===== config.mk =====
export PLATFORM = sky130hd
export DESIGN_NAME = mmio_uart_tx
export DESIGN_NICKNAME = d
export VERILOG_FILES = /design/src/rtl/mmio_uart_tx.sv
export SDC_FILE = /design/constraint.sdc
export NUM_CORES = 1
export LEC_CHECK = 0
export BUFFER_PORTS_ARGS = -buffer_cell sky130_fd_sc_hd__buf_2
export CORE_UTILIZATION = 41
export CTS_CLUSTER_SIZE = 28
export DETAILED_ROUTE_END_ITERATION = 12
export HOLD_SLACK_MARGIN = 0.05
export PLACE_DENSITY = 0.71
export SYNTH_ARGS = -nofsm -noshare
export SYNTH_HDL_FRONTEND = slang
export SYNTH_SLANG_ARGS = --single-unit

===== constraint.sdc =====
create_clock -name clk -period 4.6 [get_ports clk]
set_clock_uncertainty 0.1 [all_clocks]
set_input_delay 0 -clock clk [delete_from_list [all_inputs] [get_ports clk]]
set_output_delay 0 -clock clk [all_outputs]
set_load 0.01 [all_outputs]

===== src/rtl/mmio_uart_tx.sv =====
// Memory-mapped 8N1 UART transmitter: TXDATA/STATUS register pair in front of a
// small byte FIFO that feeds a start/data/stop serializer on tx.
module mmio_uart_tx #(
  parameter int          CLKS_PER_BIT = 16,
  parameter int          FIFO_DEPTH   = 4,
  parameter logic [31:0] BASE_ADDR    = 32'h0000_0400
) (
  input  logic        clk,
  input  logic        reset,
  input  logic        we,
  input  logic [31:0] a,
  input  logic [31:0] wd,
  output logic [31:0] rd,
  output logic        sel,
  output logic        tx
);

  localparam int AW = $clog2(FIFO_DEPTH);
  localparam int CW = AW + 1;
  localparam int BW = $clog2(CLKS_PER_BIT);
  localparam logic [CW-1:0] DEPTH_C   = CW'(FIFO_DEPTH);
  localparam logic [BW-1:0] BAUD_LAST = BW'(CLKS_PER_BIT - 1);

  typedef enum logic [1:0] {IDLE, START, DATA, STOP} state_t;

  state_t          state;
  logic [BW-1:0]   baud;
  logic [2:0]      bitidx;
  logic [7:0]      shifter;
  logic [7:0]      mem [FIFO_DEPTH];
  logic [AW-1:0]   wptr;
  logic [AW-1:0]   rptr;
  logic [CW-1:0]   count;
  logic            overflow;

  logic            full;
  logic            empty;
  logic            busy;
  logic            baud_done;
  logic            push_req;
  logic            push;
  logic            pop;
  logic            clr_ovf;
  logic [31:0]     status;

  always_comb begin
    sel       = (a[31:3] == BASE_ADDR[31:3]);
    full      = (count == DEPTH_C);
    empty     = (count == '0);
    busy      = (state != IDLE);
    baud_done = (baud == BAUD_LAST);
    push_req  = we & sel & ~a[2];
    clr_ovf   = we & sel & a[2];
    // Full is judged on the pre-edge count, so a push racing a pop while full is still dropped.
    push      = push_req & ~full;
    pop       = ~empty & ((state == IDLE) | ((state == STOP) & baud_done));
  end

  always_comb begin
    status            = '0;
    status[0]         = full;
    status[1]         = empty;
    status[2]         = busy;
    status[3]         = overflow;
    status[8 +: CW]   = count;
    rd                = (sel & a[2]) ? status : '0;
  end

  // FIFO storage and shift register carry data only; they need no reset.
  always_ff @(posedge clk) begin
    if (push)
      mem[wptr] <= wd[7:0];
    if (pop)
      shifter <= mem[rptr];
    else if ((state == DATA) && baud_done)
      shifter <= shifter >> 1;
  end

  always_ff @(posedge clk or posedge reset) begin
    if (reset) begin
      wptr     <= '0;
      rptr     <= '0;
      count    <= '0;
      overflow <= 1'b0;
    end else begin
      if (push)
        wptr <= wptr + 1'b1;
      if (pop)
        rptr <= rptr + 1'b1;
      case ({push, pop})
        2'b10:   count <= count + 1'b1;
        2'b01:   count <= count - 1'b1;
        default: count <= count;
      endcase
      if (push_req & full)
        overflow <= 1'b1;
      else if (clr_ovf)
        overflow <= 1'b0;
    end
  end

  always_ff @(posedge clk or posedge reset) begin
    if (reset) begin
      state  <= IDLE;
      baud   <= '0;
      bitidx <= '0;
      tx     <= 1'b1;
    end else begin
      case (state)
        IDLE: begin
          baud <= '0;
          tx   <= 1'b1;
          if (!empty) begin
            state <= START;
            tx    <= 1'b0;
          end
        end
        START: begin
          if (baud_done) begin
            state  <= DATA;
            baud   <= '0;
            bitidx <= '0;
            tx     <= shifter[0];
          end else begin
            baud <= baud + 1'b1;
          end
        end
        DATA: begin
          if (baud_done) begin
            baud <= '0;
            if (bitidx == 3'd7) begin
              state <= STOP;
              tx    <= 1'b1;
            end else begin
              bitidx <= bitidx + 3'd1;
              tx     <= shifter[1];
            end
          end else begin
            baud <= baud + 1'b1;
          end
        end
        STOP: begin
          if (baud_done) begin
            baud <= '0;
            // Chain straight into the next frame when a byte is waiting.
            if (!empty) begin
              state <= START;
              tx    <= 1'b0;
            end else begin
              state <= IDLE;
              tx    <= 1'b1;
            end
          end else begin
            baud <= baud + 1'b1;
          end
        end
        default: begin
          state <= IDLE;
          baud  <= '0;
          tx    <= 1'b1;
        end
      endcase
    end
  end

endmodule


# Yosys cells after proc, flatten, opt, wreduce, memory -nomap -nowiden
# Memories as Yosys holds them, arrays and structs flattened.
# Cells that the tools add are included.
# totals
output_inout_bits	34
regBits	26
latch_bits	0
memories	1
mem_bits_ro	0
in_bits	67
wordCells	82
ram_bits	32
# classes
reduce_logical	12
n_shift	0
div_mod_pow	0
order_cmp	0
mul	0
muxes	27
bitwise	12
n_addsub	6
n_eq_ne	15
# mem_list
memory	words	word_bits	rd	rd_clocked_by_memory_dff	wr	line	rtl
mem	4	8	1	0	1	30	logic [7:0] mem [FIFO_DEPTH];
# op_table
cell	count
$eq 29x8->1 const B	1
$mux 8	2
$pmux 3 s2	2
$mux 11	1
$mux 1	10
$mux 2	5
$ne 2x2->1 const B	5
$reduce_bool 2->1	5
$mux 3	3
$and 1x1->1	8
$pmux 2 s4	1
$pmux 4 s2	1
$add 3x1->3 const B	2
$eq 2x2->1 const B	3
$eq 3x3->1 const B	2
$reduce_and 5->1	1
$add 2x1->2 const B	2
$add 4x1->4 const B	1
$eq 2x1->1 const B	2
$eq 4x4->1 const B	1
$mux 4	1
$pmux 1 s4	1
$reduce_and 4->1	1
$logic_not 3->1	1
8 further kinds	10

# Logic depth before layout (Yosys ltp)
# Gate-level depths: netlist (run 1).
# logic_depth
depth_word	6
depth_mapped	11
ltp_nobuf	10

# Worst setup path before layout (run 1)
# Ideal clock, no wire load.
# synth_path
path_type	register to register
from	register state[0]
to	register count[2]
arrival_time_ps	2126
setup_ps	79
t_required_ps	4421
slack_ps	2295
path_stages_with_launch	12
cell_sequence	dfrtp_1 inv_1 ha_1 a41oi_1 nor2_1 buf_2 ha_1 inv_1 fa_1 xor2_1 nor2_1 xor2_1
# synth_between
elab_chain_len	6
word_cells_on_any_way	9
cone_classes	3 x eq/ne; 1 x mux; 3 x bitwise; 2 x reduce/logical
# synth_rtl
element	line	rtl
start, declared	26	state_t state;
start signal, assigned	104	state <= IDLE;
start signal, assigned	114	state <= START;
start signal, assigned	120	state <= DATA;
$eq 2x2->1	56	pop = ~empty & ((state == IDLE) | ((state == STOP) & baud_done));
$and 1x1->1	56	
$or 1x1->1 *	56	
$and 1x1->1 *	56	
$eq 2x1->1 or $eq 2x2->1 (tied branches)	90	case ({push, pop})
$pmux 3 s2 or $reduce_bool 2->1 (tied branches)	n/a	
end signal, assigned	91	2'b10: count <= count + 1'b1;
end signal, assigned	92	2'b01: count <= count - 1'b1;
end signal, assigned	93	default: count <= count;
end, declared	33	logic [CW-1:0] count;
# Mark *: on every way between the ends. The rest lies on a longest branch, timed or not.
# A chain may end at the register's enable or synchronous reset.

# Final worst setup path (run 1)
# layout_path
from	input port a[24]
to	register count[2]
# layout_between
elab_chain_len	6
word_cells_on_any_way	8
cone_classes	3 x eq/ne; 1 x mux; 3 x bitwise; 1 x reduce/logical
# layout_rtl
element	line	rtl
start, declared	11	input logic [31:0] a,
$eq 29x8->1 *	47	sel = (a[31:3] == BASE_ADDR[31:3]);
$and 1x1->1 * (2 in a row)	52	push_req = we & sel & ~a[2];
$and 1x1->1 *	55	push = push_req & ~full;
$eq 2x1->1 or $eq 2x2->1 (tied branches)	90	
$pmux 3 s2 or $reduce_bool 2->1 (tied branches)	n/a	
# Marked as above.

==> summary.txt, run 1 <==
Logic synthesis
  • #FFs+latches synth: 58
  • Avg Inst Size Synth: 14.3 um^2
  • Post-Syn Area: 2940 um^2
  • Synth Instances: 206
  • Netlist cell types: 42
  • FFs w/ async S/R, synth: 0.310
  • Most used DFF post-synth: edfxtp_1
  • Synth warn: 0
  • Register area share after synthesis: 0.563
  • EDFF count, synth: 40

Critical path
  • Worst Reg-to-Reg Cells: 11
  • Crit end category: flip-flop
  • Crit start category: primary input
  • Crit path max fanout: 7
  • Worst endpoint required time: 4.71 ns
  • RR Endpoint: count[2]
  • RR Startpoint: state[0]
  • R2r setup slk: 2.19 ns
  • Crit Path Category: primary input to flip-flop
  • Worst EP arrival: 3.46 ns

Clock network
  • CTS tree: done
  • Clk slew on worst S/H paths: 0.06 ns
  • Maximum root-to-sink buffer count: 2
  • H-tree Lvls: 3
  • Post-CTS Setup Bufs: 0
  • PostCTS Resize Cnt: 0
  • Hold-fix buffers, CTS: 15
  • CTS buffer count: 9
  • Clk sinks: 58
  • Root Driver: clkbuf_8
  • Clk_lat worst skew: 0.33 ns

Power and ir drop
  • Pwr dens: 326 nW/um^2
  • Reg power frac: 0.513
  • LEAKAGE: 1.51 nW
  • Clock share of power: 0.428
  • Comb pwr share: 0.059
  • Cell internal pwr: 915 uW
  • Switching portion of total power: 0.210
  • Peak VDD IR: 0.271 mV
  • Net switching power figure: 243 uW

Placement
  • Port Buffer Count: 49
  • DP HPWL: 3420 um
  • Placed insts: 348
  • Placer Congestion: 0.710
  • DP Worst Slack: 2.17 ns

Detailed routing
  • Starting DRT DRC Count: 27
  • Routed met1 length: 2100 um
  • WL met2: 2520 um
  • WL met3: 190 um
  • Top Metal Used: met4
  • Vias: 1,773
  • Routed wire length: 4890 um
  • Avg WL per Cell: 12.9 um
  • Via density: 4.69
  • Remaining antenna violation count: 0
  • TritonRoute pass-1 iters: 5
  • Drt drc: 0

Min path
  • Hold/Removal Path Class: primary input to flip-flop
  • Hold endpoint: wptr[1]
  • Worst hold start: we
  • WHS Path Cells: 4

GRT
  • Overall routing resource usage: 0.149
  • GRT overflow: 0
  • Vias in the first global route: 1,768
  • Global-route wire length before repair: 8420 um
  • Largest net degree at the start of global routing: 19
  • Antenna violations before repair: 0

STA
  • Fin. max-slew vios: 0
  • Slew HR: 0.504
  • Setup ws final: 1.25 ns
  • Tcrit/Tclk final: 0.729
  • Sum Neg Setup Slack: 0 ns
  • F_max: 298 MHz
  • Final min period: 3.35 ns
  • Slew at the pin closest to its max-slew limit: 0.743 ns
  • Final Hold Fails: 0
  • Final setup violation count: 0
  • RSZ-0062 raised after global routing: false

Floorplan
  • Die width: 86.7 um
  • # IOs: 101
  • Die footprint: 7510 um^2
  • Initial core utilization: 0.428
  • Core area: 6870 um^2
  • Rows: 30
  • Die H: 86.7 um

Cells and area
  • Fill cell count: 581
  • Post-Route Utilization: 0.518
  • Syn-to-layout area delta: 21.0%
  • Final nets: 359
  • Layout cell share with drive strength beyond 1: 0.294
  • N_diodes: 0
  • Post-route insts no fill: 378

Job
  • Total of max-cap violations: 0

Status
  • Status: finished, final reports clean
==> cell usage in the layout (no fill, tap or decap), types with 4 or more instances in the layout <==
master         count
a22o_1             5
and2_1            11
buf_2             49
clkbuf_8           9
conb_1            25
dfrtp_1           17
dlygate4sd3_1     15
edfxtp_1          40
ha_1              13
inv_1             11
mux2_1             5
mux4_2             8
nand2_1            6
nor2_1             8
nor3_1             6
xnor2_1            4
==> synthesized netlist by cell type (all sizes together) (2+ instances only) <==
master  instances  area (um^2)
nand3           3         15.0
xnor2           4         35.0
edfxtp         40         1200
inv            11         41.3
xor2            3         26.3
o21ai           3         15.0
dfrtp          17          425
buf            27          198
a22o            5         43.8
nor2            8         30.0
nor2b           2         12.5
nor4b           2         32.5
nand2           6         22.5
mux2            9          105
nor3            6         30.0
ha             13          163
a21o            3         22.5
nor4            7         95.1
a31oi           3         18.8
and2           11         68.8
mux4            8          180
==> sequential cells by signal, indices dropped and copies added, names as in the netlist <==
register	cells
mem	32
shifter	8
baud	4
bitidx	3
count	3
rptr	2
state	2
wptr	2
overflow	1
tx	1
==> through the flow <==
stage	instance area, um^2	hold WS, ns	power, mW
2_1_floorplan	3030	-0.162	0.651
3_3_place_gp	3200	0.0598	0.663
3_5_place_dp	3200	0.0750	0.666
4_1_cts	3560	0.113	1.17
5_1_grt	3560	0.136	1.20
6_report	3560	0.131	1.16
==> power groups by stage <==
| stage | Combinational [mW] | Clock (mW) | Sequential [mW] |
|---|---|---|---|
| floorplan | 0.0478 | 0 | 0.603 |
| global placement | 0.0584 | 0 | 0.605 |
| detailed placement | 0.0609 | 0 | 0.605 |
| CTS | 0.0687 | 0.505 | 0.594 |
| global route | 0.0767 | 0.523 | 0.597 |
| finish | 0.0681 | 0.496 | 0.594 |
==> layout make-up <==
class | instances | area, um^2 | area share
flip-flops and latches | 58 | 1650 | 0.465
clock inverters | 6 | 82.6 | 0.0232
inverters | 11 | 41.3 | 0.0116
multi-input cells | 133 | 1130 | 0.318
well taps | 96 | 120 | 0.0338
repair buffers | 65 | 403 | 0.113
clock buffers | 9 | 124 | 0.0348
==> worst max-delay path by stage <==
stage               startpoint       end  slack [ns]  depth (start not counted)
finish                   a[24]  count[2]        1.25                         14
global route             a[24]  count[2]        1.03                         14
CTS                      a[24]  count[2]        1.22                         14
detailed placement    state[0]  count[2]        2.17                         11
global placement      state[0]  count[2]        2.25                         11
floorplan             state[0]  count[2]        2.29                         11
==> metal layers <==
layer / vias up / track usage
met4: 0 / 0.0682
met1: 856 / 0.176
met3: 9 / 0.0343
met5: - / 0
met2: 54 / 0.260
li1: 854 / -
==> logic make-up (layout without fill, tap and decap cells) <==
| kind of cell | count (synthesis) | in the layout | share of synthesized area |
|---|---|---|---|
| DFF | 58 | 58 | 0.563 |
| and+or+nand+nor | 50 | 50 | 0.121 |
| buffers and inverters | 39 | 91 | 0.0826 |
| AOI/OAI and AO/OA | 19 | 19 | 0.0494 |
| muxes | 18 | 18 | 0.101 |
| adders and majority gates | 14 | 14 | 0.0622 |
| xor gates and xnor gates | 7 | 7 | 0.0209 |
| other | 1 | 25 | 0.00128 |
==> worst max-delay path, stage by stage <==
cell	delay, ns
dlygate4sd3_1	0.52
buf_2	0.13
nor4_4	0.11
dlygate4sd3_1	0.62
nand4_4	0.11
dlygate4sd3_1	0.62
nor4b_4	0.44
inv_1	0.09
ha_1	0.23
inv_1	0.07
fa_1	0.17
xor2_1	0.15
nor2_1	0.06
xor2_1	0.14
Power figures use the tool's default switching activity.
==> inputs of run 2 (changes only) <==
clock period = 3.2 ns   (was 4.6 ns; I/O delays follow)
==> run 2 against run 1 <==
  * Global-route usage decreased by 0.29 points
  * Via count down 0.62%
  * Utilization is 0.31 points higher
  * Final cell count did not move
  * Clock power grew 58%
  * Highest routed layer unchanged
==> summary.txt, run 2 (synthesis results as in run 1) <==
Status
  • Status: finished, final reports clean

Clock network
  • Hold-fix buffers, CTS: 14
  • Clk slew on worst S/H paths: 0.06 ns
  • Post-CTS Setup Bufs: 0
  • Maximum root-to-sink buffer count: 2
  • CTS buffer count: 9
  • H-tree Lvls: 3
  • Clk_lat worst skew: 0.33 ns
  • CTS tree: done
  • Root Driver: clkbuf_8
  • PostCTS Resize Cnt: 0
  • Clk sinks: 58

Floorplan
  • Core area: 6870 um^2
  • Initial core utilization: 0.428
  • Rows: 30
  • Die footprint: 7510 um^2
  • # IOs: 101
  • Die width: 86.7 um
  • Die H: 86.7 um

Cells and area
  • Post-route insts no fill: 378
  • Multi-input logic area: 1130 um^2
  • Final nets: 359
  • N_diodes: 0
  • Layout cell share with drive strength beyond 1: 0.298
  • Fill cell count: 585
  • Total area of sequential cells: 1650 um^2
  • Max reg flops: 32
  • Most common cell after layout, fill and taps aside: buf_2
  • Syn-to-layout area delta: 21.8%
  • Regs by FF count: mem (32), shifter (8), baud (4)
  • Top reg by flops: mem
  • Commonest cells after routing, fill and taps aside: 49 x buf_2, 40 x edfxtp_1, 25 x conb_1

Detailed routing
  • TritonRoute pass-1 iters: 4
  • Drt drc: 0
  • Vias: 1,762
  • Via density: 4.66
  • Remaining antenna violation count: 0
  • Starting DRT DRC Count: 38
  • Routed wire length: 4780 um
  • Top Metal Used: met4
  • WL met3: 223 um
  • Avg WL per Cell: 12.7 um
  • WL met2: 2490 um
  • Routed met1 length: 1990 um

Critical path
  • Critical-path cell list: dlygate4sd3_1 > buf_2 > nor4_4 > dlygate4sd3_1 > nand4_4 > nor4b_4 > inv_1 > ha_1 > inv_1 > fa_1 > mux2i_1
  • Worst EP arrival: 2.93 ns
  • Crit Path Category: primary input to flip-flop
  • Worst path max stage delay: 0.63 ns
  • Slowest cell on crit path: dlygate4sd3_1
  • Crit end category: flip-flop
  • Crit path max fanout: 7
  • Crit start category: primary input
  • Crit path buffers/inverters: 5
  • Worst endpoint required time: 3.34 ns
  • Top Family by Delay on Critical Path: buffers and inverters

GRT
  • Vias in the first global route: 1,744
  • Overall routing resource usage: 0.146
  • Global-route wire length before repair: 8120 um
  • GRT overflow: 0
  • Antenna violations before repair: 0
  • Largest net degree at the start of global routing: 19

Job
  • Total of max-cap violations: 0

Placement
  • DP HPWL: 3360 um
  • Placer Congestion: 0.725
  • Placed insts: 349
  • Port Buffer Count: 49

STA
  • RSZ-0062 raised after global routing: false
  • Slew HR: 0.513
  • Final Hold Fails: 0
  • Fin. max-slew vios: 0
  • F_max: 359 MHz
  • Final min period: 2.79 ns
  • Final setup violation count: 0
  • Tcrit/Tclk final: 0.871
  • Sum Neg Setup Slack: 0 ns
  • Slew at the pin closest to its max-slew limit: 0.730 ns

Power and ir drop
  • LEAKAGE: 1.52 nW
  • Peak VDD IR: 0.296 mV
  • Final Power: 1.74 mW
  • Pwr dens: 485 nW/um^2

Min path
  • Hold/Removal Path Class: primary input to flip-flop
## run 2: cell types whose count changed in the layout (fill, tap and decap cells not counted), sizes merged
| cell | before | now |
|---|---|---|
| clkinv | 4 | 2 |
| buf | 50 | 51 |
| bufinv | 2 | 3 |
| clkinvlp | 0 | 1 |
| dlygate4sd3 | 15 | 14 |
## run 2: where the power goes
| group | total (mW) | internal, mW | switching, mW |
|---|---|---|---|
| clock | 0.784 | 0.508 | 0.276 |
| sequential | 0.855 | 0.837 | 0.0181 |
| combinational | 0.0976 | 0.0494 | 0.0481 |
## run 2: layout make-up
cell class | count | area share
tap | 96 | 0.0336
clock buffer | 9 | 0.0346
multi-input combinational | 133 | 0.317
inverter | 11 | 0.0115
clock inverter | 6 | 0.0297
sequential | 58 | 0.462
timing repair buffer | 65 | 0.112
## run 2: metal layers
metal / global-route usage / vias to the layer above
met5: 0 / -
met3: 0.0495 / 8
met2: 0.250 / 62
li1: - / 849
met4: 0.0636 / 0
met1: 0.167 / 843
## run 2: through the flow
stage | instance area, um^2 | worst slack, ns | util | hold slack [ns]
after global placement | 3210 | 0.852 | 0.467 | 0.0568
after detailed placement | 3210 | 0.817 | 0.467 | 0.0644
final | 3580 | 0.412 | 0.521 | 0.121
after CTS | 3580 | 0.426 | 0.521 | 0.0994
after global routing | 3580 | 0.236 | 0.521 | 0.126
after floorplan | 3030 | 0.895 | - | -0.162
## run 2: worst paths after layout
kind | start | endpoint | slack [ns] | cells after the start
worst max register to register | state[0] | count[2] | 0.83 | 11
max in group asynchronous | reset | baud[0] | 2.31 | 3
worst min register to register | baud[0] | baud[0] | 0.40 | 1
worst min-delay path | a[31] | wptr[1] | 0.12 | 5
worst max-delay path | a[24] | count[1] | 0.41 | 11
min in group asynchronous | reset | overflow | 0.23 | 3
## run 2: tightest hold or removal path, stage by stage
cell,delay (ns)
buf_2,0.10
nor4_4,0.04
nand4_4,0.11
nor4b_4,0.07
mux2_4,0.20
==> inputs of run 3 (changes only) <==
CORE_UTILIZATION = 35   (was 41)
PLACE_DENSITY = 0.63   (was 0.71)
==> run 3 against run 2 <==
  * Register-to-register slack got worse by 0.05 ns
  * Utilization decreased by 8.6 points
  * Sequential power about the same
  * Non-clock buffer count unchanged
  * Maximum frequency decreased by 1.0%
  * First-iteration DRC count increased by 68%
  * Hold slack got worse by 0.0089 ns
  * Setup slack got worse by 0.028 ns
==> summary.txt, run 3 (synthesis results as in run 1) <==
Detailed routing
  • Drt drc: 0
  • Via density: 4.56
  • Avg WL per Cell: 12.6 um
  • TritonRoute pass-1 iters: 4
  • Remaining antenna violation count: 0
  • Starting DRT DRC Count: 64
  • Vias: 1,771
  • Routed wire length: 4900 um

STA
  • Fin. max-slew vios: 0
  • Final setup violation count: 0
  • Slew HR: 0.536
  • F_max: 355 MHz
  • Final Hold Fails: 0
  • Final min period: 2.82 ns
  • Tcrit/Tclk final: 0.880
  • Sum Neg Setup Slack: 0 ns
  • Slew at the pin closest to its max-slew limit: 0.695 ns
  • RSZ-0062 raised after global routing: false
  • Setup ws final: 0.384 ns

Min path
  • Hold/Removal Path Class: primary input to flip-flop

Critical path
  • Worst path max stage delay: 0.62 ns
  • Crit start category: primary input
  • Crit Path Category: primary input to flip-flop
  • Critical-path cell list: dlygate4sd3_1 > buf_2 > nor4_4 > dlygate4sd3_1 > nand4_4 > nor4b_4 > inv_1 > ha_1 > inv_1 > fa_1 > xor2_1 > nor2_1 > xor2_1
  • Worst EP arrival: 2.94 ns
  • Top Family by Delay on Critical Path: buffers and inverters
  • Crit path max fanout: 7
  • Crit path buffers/inverters: 5
  • Slowest cell on crit path: dlygate4sd3_1
  • Worst endpoint required time: 3.32 ns
  • Crit end category: flip-flop

Power and ir drop
  • LEAKAGE: 1.50 nW
  • Switching portion of total power: 0.224
  • Net switching power figure: 358 uW
  • Comb pwr share: 0.061
  • Final Power: 1.60 mW
  • Pwr dens: 450 nW/um^2
  • Cell internal pwr: 1.24 mW
  • Clock share of power: 0.405
  • Reg power frac: 0.534
  • Peak VDD IR: 0.363 mV

Floorplan
  • Die H: 93.6 um
  • Rows: 33
  • Initial core utilization: 0.359
  • Die width: 93.6 um
  • # IOs: 101
  • Core area: 8180 um^2
  • Die footprint: 8760 um^2

Clock network
  • Post-CTS Setup Bufs: 0
  • Clk sinks: 58
  • Clk slew on worst S/H paths: 0.06 ns
  • CTS buffer count: 9
  • Root Driver: clkbuf_8
  • PostCTS Resize Cnt: 0
  • CTS tree: done
  • Hold-fix buffers, CTS: 14
  • H-tree Lvls: 3
  • Clk_lat worst skew: 0.34 ns
  • Maximum root-to-sink buffer count: 2

Cells and area
  • Top reg by flops: mem
  • N_diodes: 0
  • Syn-to-layout area delta: 20.9%
  • Regs by FF count: mem (32), shifter (8), baud (4)
  • Max reg flops: 32
  • Final nets: 359
  • Fill cell count: 743
  • Commonest cells after routing, fill and taps aside: 49 x buf_2, 40 x edfxtp_1, 25 x conb_1
  • Layout cell share with drive strength beyond 1: 0.300
  • Most common cell after layout, fill and taps aside: buf_2

GRT
  • Vias in the first global route: 1,682
  • GRT overflow: 0
  • Largest net degree at the start of global routing: 19
  • Global-route wire length before repair: 8040 um
  • Antenna violations before repair: 0
  • Overall routing resource usage: 0.126

Job
  • Total of max-cap violations: 0

Status
  • Status: finished, final reports clean

Placement
  • DP HPWL: 3390 um
  • DP Worst Slack: 0.789 ns
  • Placer Congestion: 0.707
  • Port Buffer Count: 49
## run 3: cell type report
type                            instances  area (um^2)  share of cell area
Clock buffer                            9          124              0.0349
Clock inverter                          7         70.1              0.0197
Inverter                               11         41.3              0.0116
Multi-Input combinational cell        133         1130               0.319
Sequential cell                        58         1650               0.465
Tap cell                              105          131              0.0370
Timing Repair Buffer                   65          400               0.113
## run 3: path summary, 6_finish.rpt
kind,from,endpoint,slack [ns],cells past startpoint
min in group asynchronous,reset,overflow,0.22,3
worst min-delay path,we,wptr[1],0.11,4
worst max-delay path,a[24],count[2],0.38,13
max in group asynchronous,reset,count[2],2.34,3
worst max register to register,state[0],count[2],0.78,11
worst min register to register,baud[0],baud[0],0.39,1
## run 3: metal layers
metal	global-route usage	wire length, um
met1	0.151	2120
met2	0.204	2530
met3	0.0415	160
met4	0.0615	88
met5	0	0
## run 3: stage by stage
stage / hold WS (ns) / utilization / instances / cell area, um^2
final: 0.112 / 0.434 / 388 / 3550
after global routing: 0.117 / 0.434 / 388 / 3550
after CTS: 0.0941 / 0.434 / 388 / 3550
after detailed placement: 0.0653 / 0.394 / 358 / 3220
after global placement: 0.0455 / 0.394 / 358 / 3220
after floorplan: -0.162 / - / 230 / 3030
## run 3: worst min-delay path: cells and delay by family
family	cells	cell delay (ns)
buffers and inverters	1	0.09
multiplexers	1	0.19
AND/OR/NAND/NOR	2	0.23
## run 3: power by group through the flow
stage / logic, mW / registers [mW] / clock network, mW
final: 0.0969 / 0.854 / 0.648
after global routing: 0.108 / 0.857 / 0.704
after CTS: 0.0973 / 0.854 / 0.670
after detailed placement: 0.0861 / 0.870 / 0
after global placement: 0.0834 / 0.869 / 0
after floorplan: 0.0688 / 0.866 / 0
